## config.mk

```make
export PLATFORM = sky130hd
export DESIGN_NAME = per2axi_txn_limiter
export DESIGN_NICKNAME = d
export VERILOG_FILES = /design/src/rtl/per2axi_txn_limiter.sv
export SDC_FILE = /design/constraint.sdc
export NUM_CORES = 1
export LEC_CHECK = 0
export CAP_MARGIN = 30
export CORE_MARGIN = 2
export CORE_UTILIZATION = 35
export CTS_CLUSTER_DIAMETER = 200
export DETAILED_ROUTE_END_ITERATION = 12
export GPL_TIMING_DRIVEN = 0
export RECOVER_POWER = 50
export SYNTH_ARGS = -nofsm -noshare
export SYNTH_HDL_FRONTEND = slang
export SYNTH_SLANG_ARGS = --single-unit
export TNS_END_PERCENT = 20
```

## constraint.sdc

```tcl
create_clock -name clk_i -period 2.2 [get_ports clk_i]
set_input_delay 0.44 -clock clk_i [delete_from_list [all_inputs] [get_ports clk_i]]
set_output_delay 0.44 -clock clk_i [all_outputs]
set_load 0.02 [all_outputs]
```

## src/rtl/per2axi_txn_limiter.sv

```systemverilog
// Purpose: limits outstanding per2axi write/read transactions and provides a drain handshake for power control.
// Latency: admission (req_ready_o) is combinational from registered state; counts, busy, err and drain_ack update one cycle after the event.
// Backpressure: req_ready_o drops when a direction is at its limit, while draining/halted, or in reset; retires never raise ready in the same cycle.
// Optional feature: define PER2AXI_TXN_ORDER_EN to admit a write only with no reads in flight, and a read only with no writes in flight.
module per2axi_txn_limiter #(
    parameter int unsigned MAX_WR_OUTSTANDING = 4,
    parameter int unsigned MAX_RD_OUTSTANDING = 4
) (
    input  logic       clk_i,
    input  logic       rst_i,
    input  logic       req_valid_i,
    input  logic       req_we_i,
    output logic       req_ready_o,
    input  logic       b_done_i,
    input  logic       r_done_i,
    input  logic       drain_req_i,
    output logic       drain_ack_o,
    output logic       busy_o,
    output logic [3:0] wr_count_o,
    output logic [3:0] rd_count_o,
    output logic       err_o
);

    localparam logic [3:0] WR_MAX = 4'(MAX_WR_OUTSTANDING);
    localparam logic [3:0] RD_MAX = 4'(MAX_RD_OUTSTANDING);

    typedef enum logic [1:0] {
        RUN   = 2'd0,
        DRAIN = 2'd1,
        HALT  = 2'd2
    } state_e;

    state_e     state_q, state_d;
    logic [3:0] wr_cnt_q, wr_cnt_d;
    logic [3:0] rd_cnt_q, rd_cnt_d;
    logic       err_q, err_d;
    logic       ack_q, ack_d;

    logic       wr_ok, rd_ok;
    logic       wr_issue, rd_issue;
    logic       wr_retire, rd_retire;

    // Admission: only registered state plus the request's direction and drain level decide ready.
    always_comb begin
        wr_ok = (state_q == RUN) & ~drain_req_i & (wr_cnt_q < WR_MAX);
        rd_ok = (state_q == RUN) & ~drain_req_i & (rd_cnt_q < RD_MAX);
`ifdef PER2AXI_TXN_ORDER_EN
        // Peripherals without ordered response paths need one direction drained before the other issues.
        wr_ok = wr_ok & (rd_cnt_q == 4'd0);
        rd_ok = rd_ok & (wr_cnt_q == 4'd0);
`else
        wr_ok = wr_ok;
        rd_ok = rd_ok;
`endif
        req_ready_o = ~rst_i & (req_we_i ? wr_ok : rd_ok);
    end

    // Next-state: counts move by issue minus retire; a retire with the count at zero is dropped and flagged.
    always_comb begin
        wr_issue  = req_valid_i & req_ready_o & req_we_i;
        rd_issue  = req_valid_i & req_ready_o & ~req_we_i;
        wr_retire = b_done_i & (wr_cnt_q != 4'd0);
        rd_retire = r_done_i & (rd_cnt_q != 4'd0);

        wr_cnt_d = wr_cnt_q + {3'd0, wr_issue} - {3'd0, wr_retire};
        rd_cnt_d = rd_cnt_q + {3'd0, rd_issue} - {3'd0, rd_retire};

        err_d = err_q
              | (b_done_i & (wr_cnt_q == 4'd0))
              | (r_done_i & (rd_cnt_q == 4'd0));

        state_d = state_q;
        case (state_q)
            RUN:   if (drain_req_i) state_d = DRAIN;
            DRAIN: begin
                if (!drain_req_i) begin
                    state_d = RUN;
                end else if ((wr_cnt_q == 4'd0) && (rd_cnt_q == 4'd0)) begin
                    state_d = HALT;
                end
            end
            HALT:  if (!drain_req_i) state_d = RUN;
            default: state_d = RUN;
        endcase

        ack_d = (state_d == HALT);
    end

    // State registers, including the FSM and its registered acknowledge.
    always_ff @(posedge clk_i) begin
        if (rst_i) begin
            state_q  <= RUN;
            wr_cnt_q <= 4'd0;
            rd_cnt_q <= 4'd0;
            err_q    <= 1'b0;
            ack_q    <= 1'b0;
        end else begin
            state_q  <= state_d;
            wr_cnt_q <= wr_cnt_d;
            rd_cnt_q <= rd_cnt_d;
            err_q    <= err_d;
            ack_q    <= ack_d;
        end
    end

    assign drain_ack_o = ack_q;
    assign busy_o      = (wr_cnt_q != 4'd0) | (rd_cnt_q != 4'd0);
    assign wr_count_o  = wr_cnt_q;
    assign rd_count_o  = rd_cnt_q;
    assign err_o       = err_q;

endmodule
```

==> results of run 1 <==
-- state kept, by name (all words and copies together), names as in the netlist --
name,cells
wr_count_o,4
err_o,1
drain_ack_o,1
state_q,2
rd_count_o,4
-- final timing paths --
| kind | endpoint | cells after the start |
|---|---|---|
| worst max-delay path | wr_count_o[1] | 9 |
| worst min-delay path | err_o | 2 |
| worst max register to register | wr_count_o[1] | 9 |
| worst min register to register | err_o | 2 |
-- timing repair --
item                                    CTS  global route
endpoints found under the setup margin    8             5
pin swaps                                 4             6
buffers inserted                          0             2
resized for setup                        14            12
-- worst reg2reg max path: stages (launching register included) --
cell and delay (ps):
dfxtp_2 330, inv_2 70, ha_4 130, nor3b_4 260, and2b_1 240, ha_1 280
inv_2 40, ha_4 150, fa_2 530, nor2b_4 120
-- metrics by stage --
step	setup TNS, ps	worst slack (ps)	total power [mW]
2_1_floorplan	-26.6	-16.7	0.939
3_3_place_gp	-3410	-544	1.19
3_5_place_dp	-3540	-565	1.21
4_1_cts	-77.9	-53.4	1.46
5_1_grt	-173	-103	1.70
6_report	-3.92	-3.92	1.55
-- placed cells by master, fill, tap and decap left out, drive strengths merged, types with 2 or more instances in the layout --
cell type      count
clkbuf             4
ha                10
nor2               7
nand2b             2
nand3              2
dfxtp             12
a31o               2
or2b               2
clkdlybuf4s50     14
nor2b              4
buf                3
nor3b              2
and2b              2
a21oi              6
inv               11
nand2              2
dlygate4sd2        3
fa                 2
nand4b             2
-- kinds of logic (layout without fill, tap and decap cells) --
logic type / after synthesis / after routing
XOR/XNOR: 2 / 2
buffers and inverters: 12 / 36
multiplexers: 1 / 1
adder cells (fa/ha/maj): 12 / 12
AND/OR/NAND/NOR: 27 / 27
flip-flops: 12 / 12
AO/OA/AOI/OAI: 10 / 10
-- power by group through the flow --
stage	Sequential [mW]	Combinational, mW	Clock (mW)
floorplan	0.453	0.487	0
global placement	0.373	0.816	0
detailed placement	0.377	0.831	0
CTS	0.378	0.897	0.184
global route	0.402	1.10	0.197
finish	0.388	0.987	0.180
-- routing by layer --
layer / vias up / global-route usage (%) / wire, um
met5: - / 0 / 0
met4: 0 / 9.72 / 44
met3: 5 / 2.12 / 69
met2: 16 / 20.5 / 679
met1: 267 / 15.7 / 649
li1: 303 / - / -
-- layout make-up --
type / count / area [um2] / share of cell area (%)
well taps: 27 / 33.8 / 3.09
multi-input cells: 52 / 534 / 48.8
inverters: 11 / 43.8 / 4.00
flip-flops and latches: 12 / 248 / 22.6
clock buffers: 4 / 36.3 / 3.31
repair buffers: 20 / 194 / 17.7
plain buffers: 1 / 5.00 / 0.457
==> impl_metrics.toml, run 1 <==
[status]
outcome = "finished, violations left"
violations = "negative setup slack"

[pwr]
max-vdd-ir-drop_uv = 706
p_sw_mw = 0.612
p_per_area_nw_per_um2 = 1420
clkPwrFrac_pct = 11.6
seq_power_share_pct = 25.0
comb_power_share_pct = 63.5
leakage_nw = 0.435
internal_power_mw = 0.943
p_sw_share_pct = 39.4

[place]
routabilityCongestion = 0.702
place_area_um2 = 947
place_inst = 121
hpwl_um = 1120
portBuffers = 18

[global_route]
grt_max_degree = 11
grt_overflow = 0
grt_use_total_pct = 12.9
grt_pass1_wl_um = 2310
antenna_found_initial = 0
grt_pass1_vias = 545

[floorplanning]
initial_core_util_pct = 36.9
row_count = 16
die_w_um = 49.5
core_um2 = 1960
fp.dieH_um = 49.5
io_pins = 19
die-area_um2 = 2450

[timing]
tightest_slew_ps = 267
rsz0062_at_grt = "true"
slew_headroom_pct = 82.1
hold_viol_final = 0
fin_crit_sh_pct = 100
setup_ws_ps = -3.92
setup_viol = 1
holdWs_ps = 507
post-route-min-period_ps = 2200
fmax_mhz = 454
skew_ps = 3.41
drv_slew = 0

[detailed_routing]
first_iter_violations = 6
vias_per_cell = 4.65
drc_errors = 0
vias = 591
wire_per_inst_um = 11.4
wirelength_um = 1440
ant_nets = 0
firstDrtPassIters = 4

[worst_hold_path]
hp-start = "err_o"
hp-class = "reg -> reg"

[critical_path]
r2r_slack_ps = -4
critPathTopFamily = "adder cells"
cp.arrival_ps = 2430
crit_required_ps = 2420
start_kind = "flip-flop"
path_cells = "inv_2 -> ha_4 -> nor3b_4 -> and2b_1 -> ha_1 -> inv_2 -> ha_4 -> fa_2 -> nor2b_4"
timing.rr.start = "wr_count_o[2]"
crit_slowest_cell = "fa_2"
worstSetupPathType = "reg -> reg"
path_max_fanout = 5
crit_start = "wr_count_o[2]"
endpoint_kind = "flip-flop"
slowest_delay_ps = 530
timing.critical_path.buf_inv = 2

[logic_synthesis]
ys_types = 25
post-synth-top-count-cell = "dfxtp_1"
yosysTopAreaCell = "dfxtp_1"
synth_seq_area_share_pct = 33.2
synth_xor_xnor_area_share_pct = 2.42
synth_top_family_by_area = "simple AND/OR/NAND/NOR gates"
synthArstFlopShare_pct = 0
ys_ff_latch = 12
synth_area_per_cell_um2 = 9.52
syn_area_um2 = 723
yosys_warnings = 0
synthSimpleGateAreaFrac_pct = 25.1
synthTopCellsByArea = "dfxtp_1, ha_1, inv_1"
synth_nets = 95
ys.flop_type = "dfxtp_1"
synthCells = 76
synth_common_cells = "dfxtp_1, inv_1, ha_1"
synth-compound-area-share_pct = 8.65
synthAdderAreaFrac_pct = 22.8
synth_mux_area_share_pct = 1.38
synth_edf_count = 0
synth_top_cell_area_share_pct = 33.2

[job]
cap_violations = 0

[clock_network]
cts_tree = "done"
clk_pin_slew_worst_paths_ps = 80
clock_latency_ps = 280
root_buffer = "clkbuf_4"
cts_max_level = 1
clock_sinks = 12
cts_made_buffers = 3
clockBufferDepth = 2
cts_hold_buf = 0

[cells_and_area]
final_area_um2 = 1090
nNetsFinal = 120
final_util_pct = 55.8
fillers = 196
diodes = 0
syn2layout_area_growth_pct = 51.4
drive_gt1_share_pct = 34.0
final_cells = 127
Power figures use the tool's default switching activity.
==> run 2, diff against run 1 <==
GPL_ROUTABILITY_DRIVEN = 0   (was default)
==> results of run 2 <==
No change in the layout: final DEF, timing and power equal those of run 1.
==> run 3, diff against run 2 <==
--- a/config.mk
+++ b/config.mk
@@ -15,2 +15,3 @@
 export RECOVER_POWER = 50
+export SLEW_MARGIN = 40
 export SYNTH_ARGS = -nofsm -noshare
==> constraint.sdc (replaced) <==
create_clock -name clk_i -period 2.2 [get_ports clk_i]
set_input_delay 0.55 -clock clk_i [delete_from_list [all_inputs] [get_ports clk_i]]
set_output_delay 0.55 -clock clk_i [all_outputs]
set_load 0.02 [all_outputs]
==> impl_metrics.toml, run 3 (same netlist as run 1, synthesis figures left out) <==
[status]
outcome = "complete, no violations"

[timing]
rsz0062_at_grt = "true"
slew_headroom_pct = 81.5
skew_ps = 1.71
post-route-min-period_ps = 2170
fin_crit_sh_pct = 98.7
drv_slew = 0
setup_ws_ps = 29.1
setup_viol = 0
tightest_slew_ps = 277
holdWs_ps = 482
hold_viol_final = 0
fmax_mhz = 461

[cells_and_area]
fillers = 197
final_area_um2 = 1090
nNetsFinal = 122
multiInputGateArea_um2 = 524
diodes = 0
final_common_cell = "clkdlybuf4s50_1"
syn2layout_area_growth_pct = 50.3
drive_gt1_share_pct = 33.3
seq_area_um2 = 248
final_cell_mix = "clkdlybuf4s50_1, dfxtp_1, inv_1, nor2_1, a21oi_1"
final_util_pct = 55.4
final_cells = 129

[clock_network]
root_buffer = "clkbuf_4"
cts_tree = "done"
clockBufferDepth = 2
cts_hold_buf = 0
clock_sinks = 12
clk_pin_slew_worst_paths_ps = 80
cts_max_level = 1
clock_latency_ps = 280
cts_made_buffers = 3

[critical_path]
endpoint_kind = "flip-flop"
worstSetupPathType = "reg -> reg"
slowest_delay_ps = 530
path_max_fanout = 4
crit_required_ps = 2420
start_kind = "flip-flop"
cp.arrival_ps = 2390
path_cells = "inv_2 -> ha_4 -> nor3b_4 -> and2b_1 -> ha_1 -> inv_2 -> ha_4 -> fa_2 -> nor2b_4"
crit_slowest_cell = "fa_2"

[place]
place_inst = 121
portBuffers = 18
pre_cts_slack_ps = -675
place_area_um2 = 947
hpwl_um = 1120

[pwr]
p_sw_mw = 0.610
seq_power_share_pct = 24.7
internal_power_mw = 0.943
comb_power_share_pct = 63.8
p_sw_share_pct = 39.3
leakage_nw = 0.450
clkPwrFrac_pct = 11.5
p_per_area_nw_per_um2 = 1430
max-vdd-ir-drop_uv = 724

[floorplanning]
die_w_um = 49.5
io_pins = 19
row_count = 16
die-area_um2 = 2450
core_um2 = 1960
initial_core_util_pct = 36.9
fp.dieH_um = 49.5

[detailed_routing]
drc_errors = 0
wire_per_inst_um = 11.6
vias_per_cell = 4.74
vias = 611
ant_nets = 0
first_iter_violations = 8
wirelength_um = 1490
firstDrtPassIters = 4

[global_route]
grt_max_degree = 11
grt_pass1_vias = 555
antenna_found_initial = 0
grt_overflow = 0
grt_pass1_wl_um = 2340
grt_use_total_pct = 13.1

[job]
cap_violations = 0

[worst_hold_path]
hp-class = "reg -> reg"
run 3: changes by cell type in the layout (fill, tap and decap cells not counted), moves of 2 or more:
cell             delta
inv_2               -3
dlygate4sd3_1       +2
clkdlybuf4s50_1     -3
inv_1               +3
run 3: metrics by stage:
step           power [mW]  TNS, ps
2_1_floorplan       0.939    -26.6
5_1_grt              1.69    -62.8
3_5_place_dp         1.21    -4640
4_1_cts              1.47    -17.2
3_3_place_gp         1.19    -4510
6_report             1.55        0
run 3: metal layers:
metal  share of wire, %  GRT usage, %
met1                 43          15.5
met3                4.7          2.12
met4                2.4          9.72
met2                 50          21.2
met5                  0             0
run 3: final timing paths:
kind | startpoint | endpoint | slack (ps) | cells after the start
setup / recovery | wr_count_o[2] | wr_count_o[1] | 30 | 9
hold / removal | state_q[0] | state_q[0] | 480 | 1
setup reg to reg | wr_count_o[2] | wr_count_o[1] | 30 | 9
hold reg to reg | state_q[0] | state_q[0] | 480 | 1
run 3: critical path: cells and delay by family (launching register included):
kind	cells	cell delay (ps)
adder cells (fa/ha/maj)	4	1090
buffers and inverters	2	110
flip-flops	1	330
AND/OR/NAND/NOR	3	580
run 3: power by group through the flow:
stage,combinational [mW],clock (mW),sequential (mW)
2_1_floorplan,0.487,0,0.453
3_3_place_gp,0.816,0,0.373
3_5_place_dp,0.831,0,0.377
4_1_cts,0.908,0.184,0.378
5_1_grt,1.10,0.194,0.397
6_report,0.990,0.179,0.384
run 3: timing repair:
| item | 4_1_cts | 5_1_grt |
|---|---|---|
| endpoints found under the setup margin | 8 | 5 |
| resized for setup | 17 | 12 |
| pin swaps | 4 | 6 |
| buffers inserted | 1 | 3 |
run 3: final cells by class:
cell class	count	area share, %
Buffer	1	0.460
Clock buffer	4	3.34
Inverter	11	4.03
Multi-Input combinational cell	52	48.2
Sequential cell	12	22.8
Tap cell	27	3.11
Timing Repair Buffer	22	18.1
